`src/rtl/enc_pkg.sv`:
```
// Shared definitions for the streaming polar encoder.
//   state_t   : encoder FSM states.
//   logn()    : log2 of the codeword length (number of butterfly stages).
//   beats()   : number of output beats per codeword.
//   popcount(): number of set bits in a mask of up to MAX_N bits.
package enc_pkg;

   typedef enum logic [1:0] {
      IDLE,
      BUILD,
      XFORM,
      SHIFT
   } state_t;

   localparam int MAX_N = 1024;

   function automatic int logn(input int n);
      return $clog2(n);
   endfunction

   function automatic int beats(input int n, input int w);
      return n / w;
   endfunction

   function automatic int popcount(input logic [MAX_N-1:0] v);
      int cnt;
      cnt = 0;
      for (int i = 0; i < MAX_N; i++) begin
         cnt += int'(v[i]);
      end
      return cnt;
   endfunction

endpackage

```
`src/rtl/polar_butterfly_stage.sv`:
```
// One combinational stage of the polar transform F (x) n.
//   x_in  : current N-bit vector.
//   s     : stage index 0..log2(N)-1.
//   x_out : x_out[i] = x_in[i] ^ x_in[i + 2^s] when bit s of i is 0,
//           otherwise x_out[i] = x_in[i].
module polar_butterfly_stage
   import enc_pkg::*;
#(
   parameter int N = 8
) (
   input  logic [N-1:0]         x_in,
   input  logic [$clog2(N)-1:0] s,
   output logic [N-1:0]         x_out
);

   localparam int LOGN = logn(N);

   always_comb begin
      x_out = x_in;
      for (int k = 0; k < LOGN; k++) begin
         if (int'(s) == k) begin
            for (int i = 0; i < N; i++) begin
               // With bit k of i clear, i | 2^k equals i + 2^k and is always in range.
               if (((i >> k) & 1) == 0) begin
                  x_out[i] = x_in[i] ^ x_in[i | (1 << k)];
               end
            end
         end
      end
   end

endmodule

```
`src/rtl/polar_enc_stream.sv`:
```
// Streaming polar encoder.
//   clk, rst            : rising-edge clock, synchronous active-low reset.
//   msg_valid/msg_ready : message + frozen mask handshake (accepted in IDLE only).
//   msg_in [K]          : message; bit 0 fills the lowest non-frozen index.
//   f_mask [N]          : frozen mask, 1 = frozen (u forced to 0).
//   out_valid/out_ready : codeword beat handshake.
//   out_data [W]        : codeword bits, LSB = lowest codeword index of the beat.
//   out_last            : final beat of the codeword.
//   cfg_err             : one-cycle pulse when the mask does not have exactly K zeros.
module polar_enc_stream
   import enc_pkg::*;
#(
   parameter int N = 8,
   parameter int K = 4,
   parameter int W = 2
) (
   input  logic         clk,
   input  logic         rst,
   input  logic         msg_valid,
   output logic         msg_ready,
   input  logic [K-1:0] msg_in,
   input  logic [N-1:0] f_mask,
   output logic         out_valid,
   input  logic         out_ready,
   output logic [W-1:0] out_data,
   output logic         out_last,
   output logic         cfg_err
);

   localparam int LOGN  = logn(N);
   localparam int BEATS = beats(N, W);
   localparam int BW    = (BEATS > 1) ? $clog2(BEATS) : 1;

   state_t         state;
   logic [K-1:0]   msg_q;
   logic [N-1:0]   mask_q;
   logic [N-1:0]   x_q;
   logic [LOGN-1:0] stage_q;
   logic [BW-1:0]  beat_q;
   logic [BW-1:0]  beat_nxt;
   logic [N-1:0]   u;
   logic [N-1:0]   x_stage;

   assign msg_ready = rst && (state == IDLE);
   assign beat_nxt  = beat_q + 1'b1;

   // Scatter the message into the non-frozen positions in ascending index order.
   always_comb begin : scatter
      int q;
      // NOTE: every combinationally assigned variable gets a default first so no latch is inferred.
      u = '0;
      q = 0;
      for (int i = 0; i < N; i++) begin
         if (!mask_q[i]) begin
            if (q < K) begin
               u[i] = msg_q[q];
            end
            q++;
         end
      end
   end

   polar_butterfly_stage #(.N(N)) u_stage (
      .x_in  (x_q),
      .s     (stage_q),
      .x_out (x_stage)
   );

   // NOTE: state is updated with non-blocking assignments only, so every branch sees pre-edge values.
   always_ff @(posedge clk) begin
      if (!rst) begin
         // NOTE: data registers are cleared along with control so out_data reads 0 straight out of reset.
         state     <= IDLE;
         msg_q     <= '0;
         mask_q    <= '0;
         x_q       <= '0;
         stage_q   <= '0;
         beat_q    <= '0;
         out_valid <= 1'b0;
         out_last  <= 1'b0;
         out_data  <= '0;
         cfg_err   <= 1'b0;
      end else begin
         cfg_err <= 1'b0;
         case (state)
            IDLE: begin
               if (msg_valid) begin
                  msg_q  <= msg_in;
                  mask_q <= f_mask;
                  // Checked at acceptance so the registered pulse lands in the BUILD cycle.
                  cfg_err <= ((N - popcount(MAX_N'(f_mask))) != K);
                  state  <= BUILD;
               end
            end
            BUILD: begin
               if (cfg_err) begin
                  state <= IDLE;
               end else begin
                  x_q     <= u;
                  stage_q <= '0;
                  state   <= XFORM;
               end
            end
            XFORM: begin
               x_q <= x_stage;
               if (stage_q == LOGN'(LOGN - 1)) begin
                  // Present beat 0 directly from the final stage output.
                  state     <= SHIFT;
                  beat_q    <= '0;
                  out_valid <= 1'b1;
                  out_data  <= x_stage[W-1:0];
                  out_last  <= (BEATS == 1);
               end else begin
                  stage_q <= stage_q + 1'b1;
               end
            end
            SHIFT: begin
               if (out_ready) begin
                  if (out_last) begin
                     state     <= IDLE;
                     out_valid <= 1'b0;
                     out_last  <= 1'b0;
                     out_data  <= '0;
                  end else begin
                     beat_q   <= beat_nxt;
                     out_data <= x_q[beat_nxt*W +: W];
                     out_last <= (beat_nxt == BW'(BEATS - 1));
                  end
               end
            end
            default: state <= IDLE;
         endcase
      end
   end

endmodule

```
`config.mk`:
```
export PLATFORM = sky130hd
export DESIGN_NAME = polar_enc_stream
export DESIGN_NICKNAME = d
export VERILOG_FILES = /design/src/rtl/enc_pkg.sv /design/src/rtl/polar_butterfly_stage.sv /design/src/rtl/polar_enc_stream.sv
export SDC_FILE = /design/constraint.sdc
export NUM_CORES = 1
export LEC_CHECK = 0
export ABC_AREA = 1
export BUFFER_PORTS_ARGS = -buffer_cell sky130_fd_sc_hd__buf_2
export CORE_UTILIZATION = 64
export CTS_BUF_LIST = sky130_fd_sc_hd__clkbuf_16
export DETAILED_ROUTE_END_ITERATION = 16
export PLACE_DENSITY = 0.95
export SYNTH_ARGS = -nofsm -noshare
export SYNTH_HDL_FRONTEND = slang
export SYNTH_SLANG_ARGS = --single-unit
```
`constraint.sdc`:
```
create_clock -name clk -period 6.4 [get_ports clk]
set_input_delay 0.32 -clock clk [delete_from_list [all_inputs] [get_ports clk]]
set_output_delay 0.32 -clock clk [all_outputs]
set_load 0.01 [all_outputs]
```
==> results of run 1 <==
cell families (layout without fill, tap and decap cells):
group	after synthesis	after routing	synth area share (%)
AOI/OAI and AO/OA	104	104	22.70
xor gates and xnor gates	4	4	1.422
adders and majority gates	28	28	15.44
buffers and inverters	64	87	9.751
DFF	32	32	26.00
and+or+nand+nor	134	134	24.68
flip-flops by register name, indices dropped and copies added, names as in the netlist, named ones only:
name,flops
out_data,2
beat_q,2
x_q,8
cfg_err,1
out_last,1
mask_q,8
msg_q,4
state,1
stage_q,3
out_valid,1
where the power goes:
part	internal, mW	leakage (nW)	switching, mW	total (mW)
clock	0.141	0.0710	0.0862	0.227
combinational	0.332	0.970	0.616	0.949
sequential	0.259	0.263	0.0660	0.325
total	0.732	1.30	0.768	1.50
path summary, 6_finish.rpt:
kind	from	slack, ns	depth (start not counted)	end
hold reg to reg	out_valid$_SDFFE_PN0P_	0.48	2	out_valid$_SDFFE_PN0P_
setup reg to reg	mask_q[0]$_SDFFE_PN0P_	2.48	24	x_q[7]$_SDFFE_PN0P_
setup / recovery	mask_q[0]$_SDFFE_PN0P_	2.48	24	x_q[7]$_SDFFE_PN0P_
hold / removal	msg_in[2]	0.32	3	msg_q[2]$_SDFFE_PN0P_
cell usage in the layout (no fill, tap or decap):
| master | instances |
|---|---|
| sky130_fd_sc_hd__nand2_1 | 67 |
| sky130_fd_sc_hd__inv_1 | 56 |
| sky130_fd_sc_hd__o21ai_0 | 46 |
| sky130_fd_sc_hd__a21oi_1 | 38 |
| sky130_fd_sc_hd__dfxtp_1 | 32 |
| sky130_fd_sc_hd__nor2_1 | 24 |
| sky130_fd_sc_hd__ha_1 | 24 |
| sky130_fd_sc_hd__buf_2 | 21 |
| sky130_fd_sc_hd__nand3_1 | 20 |
| sky130_fd_sc_hd__nor3_1 | 7 |
| sky130_fd_sc_hd__a31oi_1 | 6 |
| sky130_fd_sc_hd__nand2_2 | 5 |
| sky130_fd_sc_hd__clkbuf_16 | 5 |
| sky130_fd_sc_hd__nand2_4 | 4 |
| sky130_fd_sc_hd__o211ai_1 | 4 |
| sky130_fd_sc_hd__fa_1 | 4 |
| sky130_fd_sc_hd__nand3_2 | 3 |
| sky130_fd_sc_hd__xor2_1 | 3 |
| sky130_fd_sc_hd__o21ai_1 | 2 |
| sky130_fd_sc_hd__inv_2 | 2 |
| sky130_fd_sc_hd__o22ai_1 | 2 |
| sky130_fd_sc_hd__nand4_1 | 2 |
| sky130_fd_sc_hd__clkinv_2 | 2 |
| sky130_fd_sc_hd__or2_2 | 1 |
| sky130_fd_sc_hd__and2_1 | 1 |
| sky130_fd_sc_hd__a211oi_1 | 1 |
| sky130_fd_sc_hd__xnor2_1 | 1 |
| sky130_fd_sc_hd__o311ai_0 | 1 |
| sky130_fd_sc_hd__a21boi_1 | 1 |
| sky130_fd_sc_hd__o2111ai_1 | 1 |
| sky130_fd_sc_hd__o31ai_1 | 1 |
| sky130_fd_sc_hd__o221ai_1 | 1 |
| sky130_fd_sc_hd__clkinv_1 | 1 |
per-layer routing:
| metal | global-route usage (%) | part of all wire (%) |
|---|---|---|
| met1 | 42.08 | 42 |
| met2 | 56.91 | 47 |
| met5 | 0 | 0 |
| met4 | 14.49 | 3.0 |
| met3 | 7.857 | 8.0 |
final cells by class:
type	count	area share, %
clock buffer	5	4.558
clock inverter	3	0.5014
inverter	58	7.931
multi-input combinational	270	57.66
sequential	32	23.34
tap	48	2.188
timing repair buffer	21	3.829
metrics by stage:
step           instances  utilization, %
5_1_grt              437           74.42
6_report             437           74.42
4_1_cts              437           74.42
3_5_place_dp         429           70.66
2_1_floorplan        366               -
3_3_place_gp         429           70.66
worst max-delay path, delay by kind of cell, from the launching register on:
family	cells	cell delay, ns
adders and majority gates	5	1.51
AOI/OAI and AO/OA	1	0.19
and+or+nand+nor	13	1.41
DFF	1	0.37
buffers and inverters	5	0.36
==> flow_metrics.env, run 1 <==
export IMPL_critical_path_slowest_cell="sky130_fd_sc_hd__dfxtp_1"
export IMPL_worst_hold_slack_ns=0.3191
export IMPL_cp_data_arrival_time_ns=4.13
export IMPL_remaining_drc_errors=0
export IMPL_holdCritPathClass="in2reg"
export IMPL_globalplace_congestion=0.9944
export IMPL_grt_setup_unrepaired="no"
export IMPL_ctsLongestPathBuffers=2
export IMPL_worst_setup_path_type="reg2reg"
export IMPL_synth_edf_count=0
export IMPL_fin_nets=432
export IMPL_timing_setup_tns_ns=0
export IMPL_stdcell_area_sq_um=2745
export IMPL_tightest_slew_ns=0.6264
export IMPL_p_leak_nw=1.303
export IMPL_run_status="completed"
export IMPL_totalPowerFinal_mw=1.501
export IMPL_grt_antenna_before_repair=0
export IMPL_clkSlewWorstSetupHoldPaths_ns=0.05
export IMPL_final_setup_viol_count=0
export IMPL_syn_area_per_cell_sq_um=6.731
export IMPL_grt_use_total_pct=34.22
export IMPL_max_slew_margin_rel_pct=58.14
export IMPL_cts_root_buf="sky130_fd_sc_hd__clkbuf_16"
export IMPL_yosysUniqueCellTypes=30
export IMPL_area_growth_synth_to_final_pct=11.43
export IMPL_path_common_cell="sky130_fd_sc_hd__nand2_1"
export IMPL_floorplan_initialDensity_pct=66.79
export IMPL_footprint_of_the_flip_flops_and_latches_sq_um=640.6
export IMPL_globalRouteOverflowTotal=0
export IMPL_detail_routed_via_count_per_cell=5.943
export IMPL_post_route_cells_drive_above_1_share_pct=11.05
export IMPL_cts_setup_buffers=0
export IMPL_tritoncts="done"
export IMPL_ir_worst_vdd_v=0.0004255
export IMPL_final_max_slew_violation_count=0
export IMPL_fillerInstances=279
export IMPL_postCtsHoldBufs=0
export IMPL_clock_tree_htree_level_count=2
export IMPL_yosys_top_cells_area="sky130_fd_sc_hd__dfxtp_1 (26%), sky130_fd_sc_hd__ha_1 (12%), sky130_fd_sc_hd__nand2_1 (10%)"
export IMPL_number_of_buffer_cells_added_on_primary_ports=21
export IMPL_grt_pass1_vias=2415
export IMPL_floorplan_io_pins=22
export IMPL_clock_sinks=32
export IMPL_grt_first_pass_wirelength_mm=10.83
export IMPL_critical_path_max_stage_delay_ns=0.37
export IMPL_final_antenna_net_count=0
export IMPL_final_period_utilization_pct=61.18
export IMPL_max_clock_freq_mhz=255.4
export IMPL_die_height_um=64.05
export IMPL_number_of_buffers_inserted_during_clock_tree_synthesis=5
export IMPL_crit_required_ns=6.61
export IMPL_synthesis_area_sq_um=2464
export IMPL_critical_path_peak_fanout=6
export IMPL_num_antenna_cells=0
export IMPL_seq_area_frac_synth_pct=26.00
export IMPL_pre_cts_slack_ns=2.545
export IMPL_post_cts_resized=0
export IMPL_grt_max_degree=27
export IMPL_detailedRoute_firstPassIterationCount=5
export IMPL_dpl_cell_area_sq_um=2606
export IMPL_drt_iter0_drc=258
export IMPL_vias=2597
export IMPL_multiInputGateArea_sq_um=1583
export IMPL_postRouteWirelength_mm=6.299
export IMPL_yosysMostFrequentCell="sky130_fd_sc_hd__nand2_1"
export IMPL_maximum_capacitance_violations=0
export IMPL_crit_path_cell_trace="inv_1 > ha_1 > inv_2 > nand2_1 > nand2_2 > inv_1 > ha_1 > nand2_1 > nand2_1 > ha_1 > or2_2 > and2_1 > ha_1 > nand2_1 > nand2_1 > ha_1 > inv_1 > o21ai_0 > inv_1 > nand3_1 > nand2_1 > nor2_1 > nor2_1 > nor2_1"
export IMPL_mappedNetlistNets=410
export IMPL_synth_warning_count=0
export IMPL_async_flop_share_pct=0
export IMPL_synth_top_cell_by_area="sky130_fd_sc_hd__dfxtp_1"
export IMPL_ff_latch_count_synth=32
export IMPL_floorplan_die_width_um=64.05
export IMPL_clock_skew_ns=0.006275
export IMPL_synthCells=366
export IMPL_end_kind="flip-flop"
export IMPL_synth_commonest_cells="sky130_fd_sc_hd__nand2_1 (67), sky130_fd_sc_hd__inv_1 (56), sky130_fd_sc_hd__o21ai_0 (46), sky130_fd_sc_hd__a21oi_1 (38), sky130_fd_sc_hd__dfxtp_1 (32)"
export IMPL_floorplan_core_area_sq_um=3689
export IMPL_time_the_final_worst_path_needs_with_i_o_delays_and_setup_ns=3.916
export IMPL_die_area_sq_um=4102
export IMPL_worst_skew_pair_late_latency_ns=0.28
export IMPL_synth_main_ff_cell="sky130_fd_sc_hd__dfxtp_1"
export IMPL_report_final_hold_viol_count=0
export IMPL_power_density_cell_area_nw_per_um2=546.7
export IMPL_drt_wirelength_per_cell_um=14.41
export IMPL_synth_top_area_share_pct=26.00
export IMPL_worst_setup_path_start_kind="flip-flop"
export IMPL_rows=22
export IMPL_detailed_place_hpwl_mm=4.466
export IMPL_worst_slack_ns=2.485
No activity file was read; power rests on OpenSTA's default activity.
==> run 2: changes to the inputs <==
--- a/config.mk
+++ b/config.mk
@@ -5,12 +5,12 @@
 export SDC_FILE = /design/constraint.sdc
 export NUM_CORES = 1
 export LEC_CHECK = 0
-export ABC_AREA = 1
+export ABC_AREA = 0
 export BUFFER_PORTS_ARGS = -buffer_cell sky130_fd_sc_hd__buf_2
-export CORE_UTILIZATION = 64
+export CORE_UTILIZATION = 55
 export CTS_BUF_LIST = sky130_fd_sc_hd__clkbuf_16
 export DETAILED_ROUTE_END_ITERATION = 16
-export PLACE_DENSITY = 0.95
+export PLACE_DENSITY = 0.89
 export SYNTH_ARGS = -nofsm -noshare
 export SYNTH_HDL_FRONTEND = slang
 export SYNTH_SLANG_ARGS = --single-unit
==> constraint.sdc (replaced) <==
create_clock -name clk -period 3.2 [get_ports clk]
set_input_delay 0.16 -clock clk [delete_from_list [all_inputs] [get_ports clk]]
set_output_delay 0.16 -clock clk [all_outputs]
set_load 0.01 [all_outputs]
==> run 2 against run 1 <==
  * The run now ends with negative setup slack left
  * Global-route usage is 6.9 points lower
  * Combinational power is 11% higher
  * Count of clock-buffer cells in the layout stayed put
  * First-iteration DRC count is 32% lower
  * Clock skew is 0.00080 ns lower
  * Non-clock buffer count is 15 higher
  * Power is 34% higher
  * Synthesized cell count is 11% lower
  * Critical path depth is 5 lower
  * Die area is 26% higher
  * Critical endpoint unchanged
==> flow_metrics.env, run 2 <==
export IMPL_run_status="complete, but fails checks"
export IMPL_violations="negative setup slack"
export IMPL_globalRouteOverflowTotal=0
export IMPL_detailedRoute_firstPassIterationCount=5
export IMPL_post_route_cells_drive_above_1_share_pct=21.19
export IMPL_grt_first_pass_wirelength_mm=10.93
export IMPL_synth_top_cell_by_area="sky130_fd_sc_hd__dfxtp_1"
export IMPL_end_kind="flip-flop"
export IMPL_final_period_utilization_pct=100.3
export IMPL_crit_path_cell_trace="inv_2 > ha_4 > xnor2_4 > ha_4 > nand2b_4 > o31a_1 > inv_2 > ha_4 > nor2_4 > a21oi_2 > ha_1 > inv_2 > o221ai_4 > ha_4 > nor3b_4 > nor2_1 > mux2i_1 > o2111ai_1 > o21ai_1"
export IMPL_multiInputGateArea_sq_um=2031
export IMPL_postCtsHoldBufs=0
export IMPL_grt_antenna_before_repair=0
export IMPL_floorplan_die_width_um=71.95
export IMPL_critical_path_slowest_cell="sky130_fd_sc_hd__dfxtp_2"
export IMPL_async_flop_share_pct=0
export IMPL_globalplace_congestion=0.9313
export IMPL_floorplan_initialDensity_pct=56.98
export IMPL_max_slew_margin_rel_pct=58.52
export IMPL_grt_setup_unrepaired="yes"
export IMPL_crit_required_ns=3.43
export IMPL_detail_routed_via_count_per_cell=5.950
export IMPL_ctsLongestPathBuffers=2
export IMPL_cp_data_arrival_time_ns=3.44
export IMPL_ir_worst_vdd_v=0.0003899
export IMPL_grt_max_degree=35
export IMPL_worst_setup_path_start_kind="flip-flop"
export IMPL_synth_main_ff_cell="sky130_fd_sc_hd__dfxtp_1"
export IMPL_clock_tree_htree_level_count=2
export IMPL_timing_setup_tns_ns=-0.01120
export IMPL_critical_path_max_stage_delay_ns=0.34
export IMPL_mappedNetlistNets=368
export IMPL_mostFrequentLayoutCell="sky130_fd_sc_hd__nand2_1"
export IMPL_critical_path_peak_fanout=3
export IMPL_num_antenna_cells=0
export IMPL_yosysUniqueCellTypes=52
export IMPL_cts_root_buf="sky130_fd_sc_hd__clkbuf_16"
export IMPL_detailed_place_hpwl_mm=4.735
export IMPL_power_density_cell_area_nw_per_um2=627.0
export IMPL_footprint_of_the_flip_flops_and_latches_sq_um=643.1
export IMPL_synthesis_area_sq_um=2691
export IMPL_holdCritPathClass="in2reg"
export IMPL_worst_skew_pair_late_latency_ns=0.29
export IMPL_fillerInstances=355
export IMPL_clock_skew_ns=0.005475
export IMPL_pre_cts_slack_ns=-0.09052
export IMPL_critical_path_buf_inv_count=3
export IMPL_p_leak_nw=1.354
export IMPL_floorplan_io_pins=22
export IMPL_maximum_capacitance_violations=0
export IMPL_worst_slack_ns=-0.01120
export IMPL_grt_use_total_pct=27.30
export IMPL_postRouteWirelength_mm=6.717
export IMPL_drt_iter0_drc=175
export IMPL_area_growth_synth_to_final_pct=19.48
export IMPL_floorplan_core_area_sq_um=4723
export IMPL_yosys_top_cells_area="sky130_fd_sc_hd__dfxtp_1 (24%), sky130_fd_sc_hd__ha_1 (11%), sky130_fd_sc_hd__mux2i_1 (6.3%)"
export IMPL_clkSlewWorstSetupHoldPaths_ns=0.06
export IMPL_remaining_drc_errors=0
export IMPL_synth_warning_count=0
export IMPL_tightest_slew_ns=0.6158
export IMPL_number_of_buffer_cells_added_on_primary_ports=21
export IMPL_synthCells=324
export IMPL_ff_latch_count_synth=32
export IMPL_top_regs="mask_q x8, x_q x8, msg_q x4"
export IMPL_synth_edf_count=0
export IMPL_path_delay_family="adder cells"
export IMPL_tritoncts="done"
export IMPL_drt_wirelength_per_cell_um=15.95
export IMPL_synth_top_area_share_pct=23.80
export IMPL_grt_pass1_vias=2385
export IMPL_final_antenna_net_count=0
export IMPL_path_common_cell="sky130_fd_sc_hd__ha_4"
export IMPL_report_final_hold_viol_count=0
export IMPL_vias=2505
export IMPL_yosysMostFrequentCell="sky130_fd_sc_hd__nand2_1"
export IMPL_number_of_buffers_inserted_during_clock_tree_synthesis=5
export IMPL_die_area_sq_um=5177
export IMPL_final_setup_viol_count=1
export IMPL_clock_sinks=32
export IMPL_time_the_final_worst_path_needs_with_i_o_delays_and_setup_ns=3.211
export IMPL_worst_setup_path_type="reg2reg"
export IMPL_final_max_slew_violation_count=0
export IMPL_rows=25
export IMPL_totalPowerFinal_mw=2.016
export IMPL_die_height_um=71.95
export IMPL_fin_nets=397
export IMPL_mostFrequentLayoutCells="sky130_fd_sc_hd__nand2_1 (43), sky130_fd_sc_hd__dfxtp_1 (30), sky130_fd_sc_hd__inv_1 (23)"
export IMPL_syn_area_per_cell_sq_um=8.307
export IMPL_max_clock_freq_mhz=311.4
export IMPL_seq_area_frac_synth_pct=23.80
export IMPL_synth_commonest_cells="sky130_fd_sc_hd__nand2_1 (43), sky130_fd_sc_hd__dfxtp_1 (32), sky130_fd_sc_hd__inv_1 (27), sky130_fd_sc_hd__ha_1 (24)"
[run 2: cell types whose count changed after synthesis, sizes merged, moves of 6 or more]
cell and delta:
o21ai -34, nand2b +6, nor2b +14, a21boi +14, nand3 -16, nand2 -33
mux2i +17, xnor2 +9, nor2 -7, a21oi -24, inv -31
[run 2: timing repair]
action / in CTS / in global routing
gates resized for setup: 5 / 10
pin swaps: 6 / 8
endpoints found under the setup margin: 1 / 2
setup buffers: 1 / 3
cloned: 0 / 0
[run 2: cell families after synthesis]
kind of cell	Yosys count	share of synthesized area (%)
and+or+nand+nor	115	21.11
DFF	32	23.80
muxes	22	10.09
AOI/OAI and AO/OA	72	18.27
xor gates and xnor gates	14	6.602
buffers and inverters	41	5.997
adders and majority gates	28	14.13
[run 2: power breakdown]
| group | switching [mW] | internal, mW |
|---|---|---|
| clock network | 0.181 | 0.282 |
| registers | 0.0648 | 0.441 |
| logic | 0.516 | 0.531 |
[run 2: area by class of cell]
cell class / instances / area share [%]
inverter: 27 / 3.152
sequential: 32 / 20.00
tap: 67 / 2.607
multi-input combinational: 251 / 63.15
clock buffer: 5 / 3.891
clock inverter: 3 / 0.4280
timing repair buffer: 36 / 6.770
[run 2: worst min-delay path: cells and delay by family]
family,cells,cell delay [ns]
AOI/OAI and AO/OA,1,0.06
buffers and inverters,1,0.10
and+or+nand+nor,1,0.04
[run 2: final timing paths]
kind	from	end	slack (ns)	depth (start not counted)
max	mask_q[0]$_SDFFE_PN0P_	x_q[7]$_SDFFE_PN0P_	-0.01	19
min	msg_in[1]	msg_q[1]$_SDFFE_PN0P_	0.13	3
max reg2reg	mask_q[0]$_SDFFE_PN0P_	x_q[7]$_SDFFE_PN0P_	-0.01	19
min reg2reg	mask_q[7]$_SDFFE_PN0P_	mask_q[7]$_SDFFE_PN0P_	0.47	2
[run 2: metrics by stage]
step           hold WS [ns]  util, %  cells  area, sq um
5_1_grt              0.1497    68.08    421         3216
4_1_cts              0.1301    66.76    418         3153
2_1_floorplan        0.2974        -    324         2775
3_5_place_dp         0.4215    63.10    409         2980
3_3_place_gp         0.4122    63.10    409         2980
6_report             0.1252    68.08    421         3216
[run 2: routing by layer]
layer,GRT usage (%),routed length [um]
met5,0,0
met4,12.64,201
met3,6.528,485
met2,46.44,3258
met1,32.72,2772
